$ cat src/rtl/fb_pixel_writer.sv
// Frame loader: turns a valid/ready pixel stream into row-major writes on the frame RAM
// write port, with end-of-frame pulse and sticky framing-error flags.
module fb_pixel_writer #(
    parameter int IMG_W  = 400,
    parameter int IMG_H  = 400,
    parameter int ADDR_W = 18,
    parameter int DATA_W = 8
) (
    input  logic              clk,
    input  logic              reset,
    input  logic              start,
    input  logic              s_valid,
    input  logic [DATA_W-1:0] s_data,
    input  logic              s_last,
    output logic              s_ready,
    output logic [ADDR_W-1:0] wraddress,
    output logic [DATA_W-1:0] data,
    output logic              wren,
    output logic              busy,
    output logic              done,
    output logic              err_short,
    output logic              err_long,
    output logic [9:0]        col,
    output logic [9:0]        row
);

    localparam int unsigned       TOTAL     = IMG_W * IMG_H;
    localparam logic [ADDR_W-1:0] LAST_ADDR = ADDR_W'(TOTAL - 1);
    localparam logic [ADDR_W-1:0] ADDR_ONE  = ADDR_W'(1);
    localparam logic [9:0]        LAST_COL  = 10'(IMG_W - 1);
    localparam logic [9:0]        CNT_ONE   = 10'(1);

    typedef enum logic [1:0] {IDLE, LOAD, FINISH} state_t;

    state_t              state_reg, state_next;
    logic [ADDR_W-1:0]   addr_reg;
    logic [9:0]          col_cnt_reg, row_cnt_reg;
    logic [ADDR_W-1:0]   wraddress_reg;
    logic [DATA_W-1:0]   data_reg;
    logic                wren_reg, err_short_reg, err_long_reg;
    logic [9:0]          col_reg, row_reg;
    logic                accept, at_last, load_start;

    assign accept     = s_valid && s_ready;
    assign at_last    = (addr_reg == LAST_ADDR);
    assign load_start = (state_reg == IDLE) && start;

    always_ff @(posedge clk) begin
        if (reset) begin
            state_reg <= IDLE;
        end else begin
            state_reg <= state_next;
        end
    end

    always_comb begin
        state_next = state_reg;
        s_ready    = 1'b0;
        busy       = 1'b0;
        done       = 1'b0;
        case (state_reg)
            IDLE: begin
                if (start) state_next = LOAD;
            end
            LOAD: begin
                s_ready = 1'b1;
                busy    = 1'b1;
                // The final address ends the frame whether or not s_last came with it.
                if (accept && (at_last || s_last)) state_next = FINISH;
            end
            FINISH: begin
                done       = 1'b1;
                state_next = IDLE;
            end
            default: state_next = IDLE;
        endcase
    end

    always_ff @(posedge clk) begin
        if (reset) begin
            addr_reg      <= '0;
            col_cnt_reg   <= '0;
            row_cnt_reg   <= '0;
            wraddress_reg <= '0;
            data_reg      <= '0;
            wren_reg      <= 1'b0;
            col_reg       <= '0;
            row_reg       <= '0;
            err_short_reg <= 1'b0;
            err_long_reg  <= 1'b0;
        end else begin
            wren_reg <= accept;
            if (load_start) begin
                addr_reg      <= '0;
                col_cnt_reg   <= '0;
                row_cnt_reg   <= '0;
                err_short_reg <= 1'b0;
                err_long_reg  <= 1'b0;
            end else if (accept) begin
                wraddress_reg <= addr_reg;
                data_reg      <= s_data;
                col_reg       <= col_cnt_reg;
                row_reg       <= row_cnt_reg;
                // Counters park on the final pixel so the address never runs past the image.
                if (!at_last) begin
                    addr_reg <= addr_reg + ADDR_ONE;
                    if (col_cnt_reg == LAST_COL) begin
                        col_cnt_reg <= '0;
                        row_cnt_reg <= row_cnt_reg + CNT_ONE;
                    end else begin
                        col_cnt_reg <= col_cnt_reg + CNT_ONE;
                    end
                end
                if (s_last && !at_last) err_short_reg <= 1'b1;
                if (at_last && !s_last) err_long_reg  <= 1'b1;
            end
        end
    end

    assign wraddress = wraddress_reg;
    assign data      = data_reg;
    assign wren      = wren_reg;
    assign col       = col_reg;
    assign row       = row_reg;
    assign err_short = err_short_reg;
    assign err_long  = err_long_reg;

endmodule

$ cat config.mk
export PLATFORM = sky130hd
export DESIGN_NAME = fb_pixel_writer
export DESIGN_NICKNAME = d
export VERILOG_FILES = /design/src/rtl/fb_pixel_writer.sv
export SDC_FILE = /design/constraint.sdc
export NUM_CORES = 1
export LEC_CHECK = 0
export ABC_AREA = 1
export BUFFER_PORTS_ARGS = -buffer_cell sky130_fd_sc_hd__buf_2
export CORE_MARGIN = 8
export CORE_UTILIZATION = 25
export CTS_CLUSTER_SIZE = 20
export DETAILED_ROUTE_END_ITERATION = 7
export MAX_ROUTING_LAYER = met4
export SLEW_MARGIN = 15
export SYNTH_ARGS = -nofsm -noshare
export SYNTH_HDL_FRONTEND = slang
export SYNTH_SLANG_ARGS = --single-unit
$ cat constraint.sdc
create_clock -name clk -period 1.77 [get_ports clk]
set_input_delay 0.2655 -clock clk [delete_from_list [all_inputs] [get_ports clk]]
set_output_delay 0.2655 -clock clk [all_outputs]
set_load 0.02 [all_outputs]
---- Word-level counts from Yosys, hierarchy flattened ----
Cells that the tools add are included.
operators by class
  add/subtract/negate cells ............... 3
  equality and inequality tests ........... 6
  mux-type cells .......................... 6
  bitwise operators ....................... 2
  reductions and logical operators ........ 16
operator list
  kind                   number
  $add 10x1->10 const B  2
  $add 18x1->18 const B  1
  $eq 18x18->1 const B   1
  $eq 10x9->1 const B    1
  $mux 10                1
  $reduce_and 2->1       5
  $logic_and 1x1->1      5
  $mux 2                 2
  $ne 2x2->1 const B     2
  $pmux 2 s2             1
  $reduce_and 3->1       1
  $eq 2x1->1 const B     1
  $eq 2x2->1 const B     1
  $logic_not 1->1        2
  $logic_not 2->1        1
  $mux 1                 2
  $not 1->1              2
  $reduce_or 2->1        1
  $logic_or 1x1->1       1
storage, ports and cells
  register bits after elaboration ......... 89
  input bits .............................. 13
  output and inout bits ................... 52

---- Longest topological paths before layout ----
Gate-level depths: netlist (run 1).
  word-level depth ........................ 6
  depth in mapped cells ................... 11
  gate-level depth less buffers ........... 10

---- Worst setup path before layout (run 1) ----
No wires, ideal clock.
  path kind ............................... flip-flop to flip-flop
  from .................................... reg addr_reg[0]
  to ...................................... reg addr_reg[4]
  library setup time ...................... 115 ps
  data arrival time ....................... 1535 ps
  required time ........................... 1655 ps
  slack ................................... 120 ps
  stages on the path, launching flop included .. 10
  path buffers ............................ 1
  path through ............................ dfxtp_1 > ha_1 > nand2_1 > nor3_4 > nand2_4 > nand2_4 > inv_1 > buf_2 > a21oi_1 > nor2_1
between the ends
  word-level cells in the longest chain between the ends .. 3
  elaborated cells on any way between the ends .. 4
RTL lines
  what                                                   line  RTL
  from (decl)                                            36    logic [ADDR_W-1:0] addr_reg;
  from (signal assigned)                                 106   addr_reg <= addr_reg + ADDR_ONE;
  branches (longest 3 deep; another with $add 18x1->18)  n/a
Several ways; the timed one is not identified.
A chain may end at the register's enable or synchronous reset.

---- Worst setup path after layout (run 1) ----
  from .................................... reg addr_reg[0]
  to ...................................... reg addr_reg[5]
Same word-level chain as after synthesis.

==> results.json, run 1 <==
{
  "outcome": "finished clean",
  "first_pass_iters": 4,
  "peakVddDrop_mv": 0.540,
  "io_buffer_count": 64,
  "min_period_ns": 1.59,
  "nNetsFinal": 658,
  "dieArea_mm2": 0.0202,
  "drtIter0Drc": 279,
  "yosys-mux-area-fraction": 0,
  "post_cts_buffers": 0,
  "grt_overflow": 0,
  "clk_path_buf_depth": 2,
  "fp.dieW_um": 142,
  "synth.distinct_cells": 27,
  "rsz0062_at_grt": "no",
  "drv_cap": 0,
  "hpwl_mm": 7.56,
  "design_area_mm2": 0.00501,
  "setup_violations": 0,
  "antenna_found_initial": 1,
  "num_rows": 46,
  "multi_input_area_mm2": 0.00192,
  "cp_max_fo": 23,
  "cp-end-kind": "flop",
  "fmax_ghz": 0.628,
  "crit_path_frequent_cell": "nand2_4",
  "powerDensity_mw_per_mm2": 885,
  "clock_skew_ns": 0.0103,
  "viasPerCell": 4.37,
  "grt_pass1_vias": 3543,
  "required_ns": 1.97,
  "synth_area_mm2": 0.00397,
  "grt_max_degree": 50,
  "wl_per_cell_um": 12.5,
  "p_total_mw": 4.44,
  "htree_num_levels": 3,
  "cts_buffers": 9,
  "place_area_mm2": 0.00467,
  "syn-instance-count": 564,
  "worstSetupPathType": "flop to flop",
  "critPathTopFamily": "simple AND/OR/NAND/NOR gates",
  "hold_viol": 0,
  "drv_slew": 0,
  "tightestPinTransition_ns": 0.657,
  "tritoncts": "done",
  "post_cts_resize_count": 0,
  "slowest_delay_ns": 0.33,
  "drcViolationCount": 0,
  "tns_ns": 0,
  "worst-path-buf-inv": 2,
  "ant_nets": 0,
  "core_mm2": 0.0157,
  "vias": 3776,
  "drive_gt1_frac": 0.192,
  "place.gp.congestion": 0.824,
  "start_util": 0.253,
  "synthSimpleGateAreaFrac": 0.309,
  "path_clk_slew_ns": 0.07,
  "synth_adder_area_share": 0.00945,
  "finish.utilization": 0.319,
  "grt_pass1_wl_mm": 17.6,
  "fp.dieH_um": 142,
  "ff_latch_area_mm2": 0.00178,
  "clkSinkCount": 89,
  "fill_cells": 1689,
  "ys_seq_area_frac": 0.449,
  "synth_nets": 580,
  "routed_wl_mm": 10.8,
  "crit_slowest_cell": "dfxtp_1",
  "synth-compound-area-share": 0.122,
  "synth.avg_cell_area_um2": 7.04,
  "hold_class": "input pin to flop",
  "synth_seq_cells": 89,
  "hold_ws_ns": 0.170,
  "cts_root_buffer": "clkbuf_16",
  "yosysWarnings": 0,
  "fin_crit_sh": 0.900,
  "area_growth_pct": 26.3,
  "synth-xor-area-share": 0.0419,
  "synth_top_family_by_area": "simple AND/OR/NAND/NOR gates",
  "slew_headroom": 0.561,
  "clock_latency_ns": 0.34,
  "worstPathArrival_ns": 1.79,
  "cts_hold_buffers": 0,
  "grtUsageTotal": 0.113,
  "io_pins": 65,
  "crit_chain": "ha_1 > nand2_1 > nor3_4 > nand2_4 > nand2_4 > inv_1 > buf_6 > o21ai_0 > a21oi_1",
  "start_kind": "flop",
  "p_leak_nw": 1.92
}
## layer usage
metal | GRT usage | wire, um | up-vias
met5 | - | 0 | -
met4 | 0.0413 | 178 | 0
met3 | 0.0325 | 569 | 11
met2 | 0.187 | 5240 | 80
met1 | 0.127 | 4790 | 1732
li1 | - | - | 1953
## metrics by stage
step	cells	worst slack [ns]
after floorplan	564	0.120
after global placement	847	0.115
after detailed placement	847	0.0778
after CTS	863	0.0618
after global routing	864	0.0282
final	864	0.177
## cell families (layout without fill, tap and decap cells)
kind of cell    Yosys count  count (layout)
simple gates            297             297
xor+xnor                 19              19
compound gates           93              93
flops                    89              89
other cells               0               1
fa+ha+maj                 3               3
buf+inv                  63             146
## power breakdown
group,total [mW],internal [mW],switching [mW]
clock network,2.17,1.33,0.845
logic,0.243,0.0682,0.175
registers,2.03,2.02,0.00741
## worst paths after layout
kind / from / slack (ns) / end / cells after the start
worst max-delay path: addr_reg[0] / 0.18 / addr_reg[5] / 9
worst max register to register: addr_reg[0] / 0.18 / addr_reg[5] / 9
worst min register to register: row[5] / 0.46 / row[5] / 2
worst min-delay path: s_data[5] / 0.17 / data[5] / 3
## cell type report
class                      instances  area share
tap                              216      0.0539
timing repair buffer              98       0.116
antenna                            1    0.000499
clock inverter                     5      0.0172
inverter                          32      0.0240
sequential                        89       0.355
clock buffer                      11      0.0504
multi-input combinational        412       0.383
## cell usage after synthesis
cell | number | area (um2)
nor3_1 | 5 | 25.0
nor3_4 | 1 | 16.3
buf_4 | 2 | 15.0
o21bai_1 | 1 | 7.51
inv_2 | 1 | 3.75
nand3_2 | 1 | 10.0
xor2_1 | 13 | 114
nand2_4 | 2 | 22.5
o21a_1 | 3 | 22.5
clkbuf_1 | 17 | 63.8
a21oi_2 | 2 | 17.5
or2_2 | 1 | 6.26
xnor2_1 | 6 | 52.6
nor2_1 | 52 | 195
buf_2 | 8 | 40.0
nand4_1 | 8 | 50.1
buf_6 | 1 | 11.3
nor2_2 | 2 | 12.5
buf_8 | 1 | 15.0
inv_1 | 31 | 116
ha_1 | 3 | 37.5
buf_1 | 2 | 7.51
nand3_1 | 37 | 185
dfxtp_1 | 89 | 1780
a21oi_1 | 78 | 390
o21ai_0 | 9 | 45.0
nand2_1 | 188 | 706
## worst min-delay path: stages
cell,delay [ns]
buf_2,0.09
nand2_1,0.05
a21oi_1,0.06
## cell usage in the layout, fill, tap and decap left out, drive strengths merged, types with 8 or more instances in the layout
cell type / synthesis / final
buf: 14 / 98
nor2: 54 / 54
a21oi: 80 / 80
o21ai: 9 / 9
inv: 32 / 33
nand3: 38 / 38
nand4: 8 / 8
nand2: 190 / 190
dfxtp: 89 / 89
xor2: 13 / 13
clkbuf: 17 / 11
No activity file was read; power rests on OpenSTA's default activity.
==> inputs of run 2 (changes only) <==
BUFFER_PORTS_ARGS = default   (was -buffer_cell sky130_fd_sc_hd__buf_2)
DONT_BUFFER_PORTS = 1   (was default)
==> run 2 against run 1 <==
Non-clock buffer count decreased by 64. Clock power down 9.7%. Cell count down 7.5%. Critical path depth unchanged. Largest power group is now sequential cells. Worst setup slack got worse by 0.011 ns. Sequential cell count stayed put. Clock skew is 0.0050 ns lower. Die area stayed put. Worst hold slack got worse by 0.097 ns.
==> results.json, run 2 (synthesis gave the netlist of run 1 again) <==
{
  "fin_crit_sh": 0.906,
  "drv_slew": 0,
  "worst-path-buf-inv": 2,
  "grt_pass1_vias": 3312,
  "min_period_ns": 1.60,
  "grt_pass1_wl_mm": 17.3,
  "start_kind": "flop",
  "tritoncts": "done",
  "slew_headroom": 0.582,
  "core_mm2": 0.0157,
  "peakVddDrop_mv": 0.386,
  "cp_max_fo": 25,
  "htree_num_levels": 3,
  "switching_power_mw": 0.997,
  "tns_ns": 0,
  "ant_nets": 0,
  "first_pass_iters": 4,
  "cp-end-kind": "flop",
  "setup_violations": 0,
  "io_pins": 65,
  "dieArea_mm2": 0.0202,
  "slowest_delay_ns": 0.37,
  "vias": 3476,
  "hold_viol": 0,
  "io_buffer_count": 0,
  "num_rows": 46,
  "layout_commonest_cell": "nand2_1",
  "cts_buffers": 9,
  "start_util": 0.253,
  "post_cts_buffers": 0,
  "placed_cells": 781,
  "place_area_mm2": 0.00433,
  "swShare": 0.237,
  "tightestPinTransition_ns": 0.626,
  "path_clk_slew_ns": 0.06,
  "comb_power_share": 0.048,
  "clock_latency_ns": 0.33,
  "grt_overflow": 0,
  "required_ns": 1.96,
  "grtUsageTotal": 0.112,
  "crit_slowest_cell": "dfxtp_1",
  "p_total_mw": 4.20,
  "rsz0062_at_grt": "no",
  "place.gp.congestion": 0.829,
  "wl_per_cell_um": 13.1,
  "powerDensity_mw_per_mm2": 900,
  "worstSetupPathType": "flop to flop",
  "p_clk_frac": 0.466,
  "drv_cap": 0,
  "antenna_cells": 0,
  "hold_class": "input pin to flop",
  "crit_chain": "nor2_1 > nand3_1 > nor2_1 > nand2_4 > nand2_4 > inv_1 > buf_6 > o21ai_0 > a21oi_1",
  "power.internal_mw": 3.21,
  "final_cells": 799,
  "drcViolationCount": 0,
  "grt_max_degree": 46,
  "area_growth_pct": 17.7,
  "hpwl_mm": 7.26,
  "clkSinkCount": 89,
  "worstPathArrival_ns": 1.80,
  "p_leak_nw": 1.57,
  "layout_common_cells": "nand2_1, dfxtp_1, a21oi_1, nor2_1, nand3_1",
  "clk_path_buf_depth": 2,
  "drtIter0Drc": 259,
  "fp.dieH_um": 142,
  "p_seq_frac": 0.486,
  "routed_wl_mm": 10.5,
  "design_area_mm2": 0.00467,
  "outcome": "finished clean",
  "viasPerCell": 4.35,
  "clock_skew_ns": 0.00530,
  "fmax_ghz": 0.624,
  "critPathTopFamily": "simple AND/OR/NAND/NOR gates",
  "cts_root_buffer": "clkbuf_16",
  "drive_gt1_frac": 0.101,
  "fp.dieW_um": 142,
  "antenna_found_initial": 0,
  "nNetsFinal": 594
}
-- run 2: cell count changes in the layout (fill, tap and decap cells not counted), sizes merged --
cell         delta
bufinv          -1
diode           -1
buf            -65
dlygate4sd3     +1
clkinvlp        +3
clkbuf          -1
inv             -1
-- run 2: layout make-up --
cell class,count,area (um2)
Multi-Input combinational cell,412,1920
Tap cell,216,270
Timing Repair Buffer,34,274
Inverter,32,120
Clock inverter,6,66.3
Sequential cell,89,1780
Clock buffer,10,239
Fill cell,1697,11000
-- run 2: timing repair --
item	in CTS	in global routing
setup endpoints to repair	0	24
hold endpoints to repair	45	0
hold buffers	2	0
gates resized for setup	0	1
-- run 2: path summary, 6_finish.rpt --
kind / startpoint / endpoint / slack [ns] / cells after the start
worst max-delay path: addr_reg[15] / addr_reg[5] / 0.17 / 9
worst min-delay path: s_data[2] / data[2] / 0.07 / 2
worst max register to register: addr_reg[15] / addr_reg[5] / 0.17 / 9
worst min register to register: col_cnt_reg[8] / col[8] / 0.51 / 2
-- run 2: through the flow --
step / hold WS (ns) / utilization / worst slack, ns
after floorplan: 0.413 / - / 0.120
after global placement: 0.340 / 0.276 / 0.110
after detailed placement: 0.343 / 0.276 / 0.0604
after CTS: 0.0572 / 0.297 / 0.0510
after global routing: 0.0634 / 0.297 / 0.00962
final: 0.0737 / 0.297 / 0.167
-- run 2: power by group through the flow --
stage / clock network, mW / logic, mW / registers (mW)
final: 1.96 / 0.204 / 2.04
after global routing: 2.10 / 0.227 / 2.04
after CTS: 2.01 / 0.207 / 2.04
after detailed placement: 0 / 0.180 / 2.09
after global placement: 0 / 0.180 / 2.09
after floorplan: 0 / 0.141 / 2.09
-- run 2: metal layers --
metal  wire length (um)  global-route usage  up-vias
met4                119              0.0322        0
met2               5050               0.183       45
met5                  0                   -        -
met3                541              0.0339        7
met1               4750               0.129     1594
li1                   -                   -     1830
-- run 2: worst reg2reg max path: cells and delay by family (launching register included) --
kind | cells | cell delay (ns)
and+or+nand+nor | 5 | 0.68
DFF | 1 | 0.37
buffers and inverters | 2 | 0.24
AOI/OAI and AO/OA | 2 | 0.18
==> inputs of run 3 (changes only) <==
CORE_UTILIZATION = 45   (was 25)
CTS_BUF_LIST = sky130_fd_sc_hd__clkbuf_8   (was default)
PLACE_DENSITY = 0.65   (was default)
==> run 3 against run 2 <==
Via count up 3.3%. Worst setup slack improved by 0.020 ns. First-iteration DRC count decreased by 31%. Power is 11% lower. Cell count down 14%. Sequential power hardly changed. Register-to-register slack improved by 0.02 ns. Non-clock buffer count decreased by 4. Critical endpoint unchanged. Largest power group unchanged.
==> results.json, run 3 (synthesis gave the netlist of run 1 again) <==
{
  "outcome": "finished clean",
  "ant_nets": 0,
  "worstSetupPathType": "flop to flop",
  "fin_ws_ns": 0.187,
  "place_ws_ns": 0.0482,
  "fp.dieW_um": 110,
  "slew_headroom": 0.575,
  "routed_wl_mm": 9.71,
  "vias": 3590,
  "rrSetupSlack_ns": 0.19,
  "place.gp.congestion": 0.871,
  "io_pins": 65,
  "crit_slowest_cell": "dfxtp_1",
  "clock_latency_ns": 0.35,
  "drive_gt1_frac": 0.0986,
  "rsz0062_at_grt": "no",
  "required_ns": 1.98,
  "grtUsageTotal": 0.172,
  "clock_skew_ns": 0.00853,
  "finish.utilization": 0.513,
  "area_growth_pct": 11.6,
  "cp.depth": 9,
  "grt_max_degree": 50,
  "nNetsFinal": 590,
  "start_kind": "flop",
  "crit_start": "addr_reg[0]",
  "grt_overflow": 0,
  "io_buffer_count": 0,
  "fin_crit_sh": 0.894,
  "worstPathArrival_ns": 1.80,
  "htree_num_levels": 3,
  "cts_root_buffer": "clkbuf_8",
  "fmax_ghz": 0.632,
  "regToRegStartpoint": "addr_reg[0]",
  "use_met1": 0.193,
  "cts_buffers": 9,
  "hold_start": "s_data[2]",
  "first_pass_iters": 4,
  "drcViolationCount": 0,
  "grtUsageMet3": 0.0275,
  "hold_viol": 0,
  "cp_max_fo": 9,
  "endpoint": "addr_reg[5]",
  "grt_pass1_wl_mm": 16.3,
  "peakVddDrop_mv": 0.331,
  "multi_input_area_mm2": 0.00193,
  "min_period_ns": 1.58,
  "dieArea_mm2": 0.0121,
  "critPathTopFamily": "simple AND/OR/NAND/NOR gates",
  "met2_usage": 0.298,
  "wl_per_cell_um": 14.2,
  "path_clk_slew_ns": 0.09,
  "hpwl_mm": 6.60,
  "drv_slew": 0,
  "core_mm2": 0.00864,
  "layout_common_cells": "nand2_1, dfxtp_1, a21oi_1, nor2_1, nand3_1",
  "antenna_cells": 0,
  "clkSinkCount": 89,
  "viasPerCell": 5.23,
  "tns_ns": 0,
  "hold_class": "input pin to flop",
  "p_leak_nw": 1.51,
  "crit_path_frequent_cell": "nand2_4",
  "reg2reg_depth": 9,
  "top_usage_layer": "met2",
  "fill_cells": 861,
  "worst-path-buf-inv": 2,
  "fp.dieH_um": 110,
  "r2r-end": "addr_reg[5]",
  "drtIter0Drc": 180,
  "cp-end-kind": "flop",
  "drv_cap": 0,
  "crit_chain": "ha_1 > nand2_1 > nor3_4 > nand2_4 > nand2_4 > clkinvlp_4 > buf_4 > o21ai_0 > a21oi_1",
  "layout_commonest_cell": "nand2_1",
  "slowest_delay_ns": 0.34,
  "ff_latch_area_mm2": 0.00178,
  "powerDensity_mw_per_mm2": 846,
  "tightestPinTransition_ns": 0.636,
  "antenna_found_initial": 0,
  "start_util": 0.460,
  "hold_ws_ns": 0.0496,
  "num_rows": 34,
  "clk_path_buf_depth": 2,
  "grt_pass1_vias": 3510,
  "setup_violations": 0,
  "tritoncts": "done"
}
run 3: power by group:
| part | internal, mW | total, mW | leakage [nW] | switching, mW |
|---|---|---|---|---|
| clock network | 0.783 | 1.51 | 0.106 | 0.725 |
| logic | 0.0544 | 0.202 | 0.683 | 0.147 |
| registers | 2.02 | 2.04 | 0.718 | 0.0234 |
| total | 2.85 | 3.75 | 1.51 | 0.896 |
run 3: timing repair:
| item | 4_1_cts | 5_1_grt |
|---|---|---|
| setup endpoints to repair | 0 | 24 |
| resized for setup | 0 | 4 |
| hold endpoints to repair | 48 | 0 |
| hold buffers | 1 | 0 |
| buffers inserted | 0 | 3 |
run 3: worst min-delay path by stage:
stage | slack [ns] | depth (start not counted) | endpoint
3_3_place_gp | 0.34 | 1 | col[1]
6_report | 0.05 | 2 | data[2]
2_1_floorplan | 0.41 | 2 | state_reg[0]
4_1_cts | 0.04 | 2 | data[5]
5_1_grt | 0.04 | 2 | data[7]
3_5_place_dp | 0.34 | 1 | state_reg[0]
run 3: metal layers:
layer / up-vias / wire [um]
li1: 1822 / -
met2: 47 / 4950
met5: - / 0
met1: 1710 / 4270
met4: 0 / 127
met3: 11 / 364
run 3: cell type report:
type | instances | share of cell area
multi-input cells | 412 | 0.435
repair buffers | 30 | 0.0573
inverters | 32 | 0.0280
well taps | 108 | 0.0305
flip-flops and latches | 89 | 0.402
clock buffers | 9 | 0.0280
clock inverters | 6 | 0.0192
run 3: stage by stage:
stage	cell area [um2]	power, mW	cells
after CTS	4390	3.77	683
after detailed placement	4170	2.26	667
after global routing	4430	3.87	686
after floorplan	3970	2.23	564
after global placement	4170	2.26	667
final	4430	3.75	686
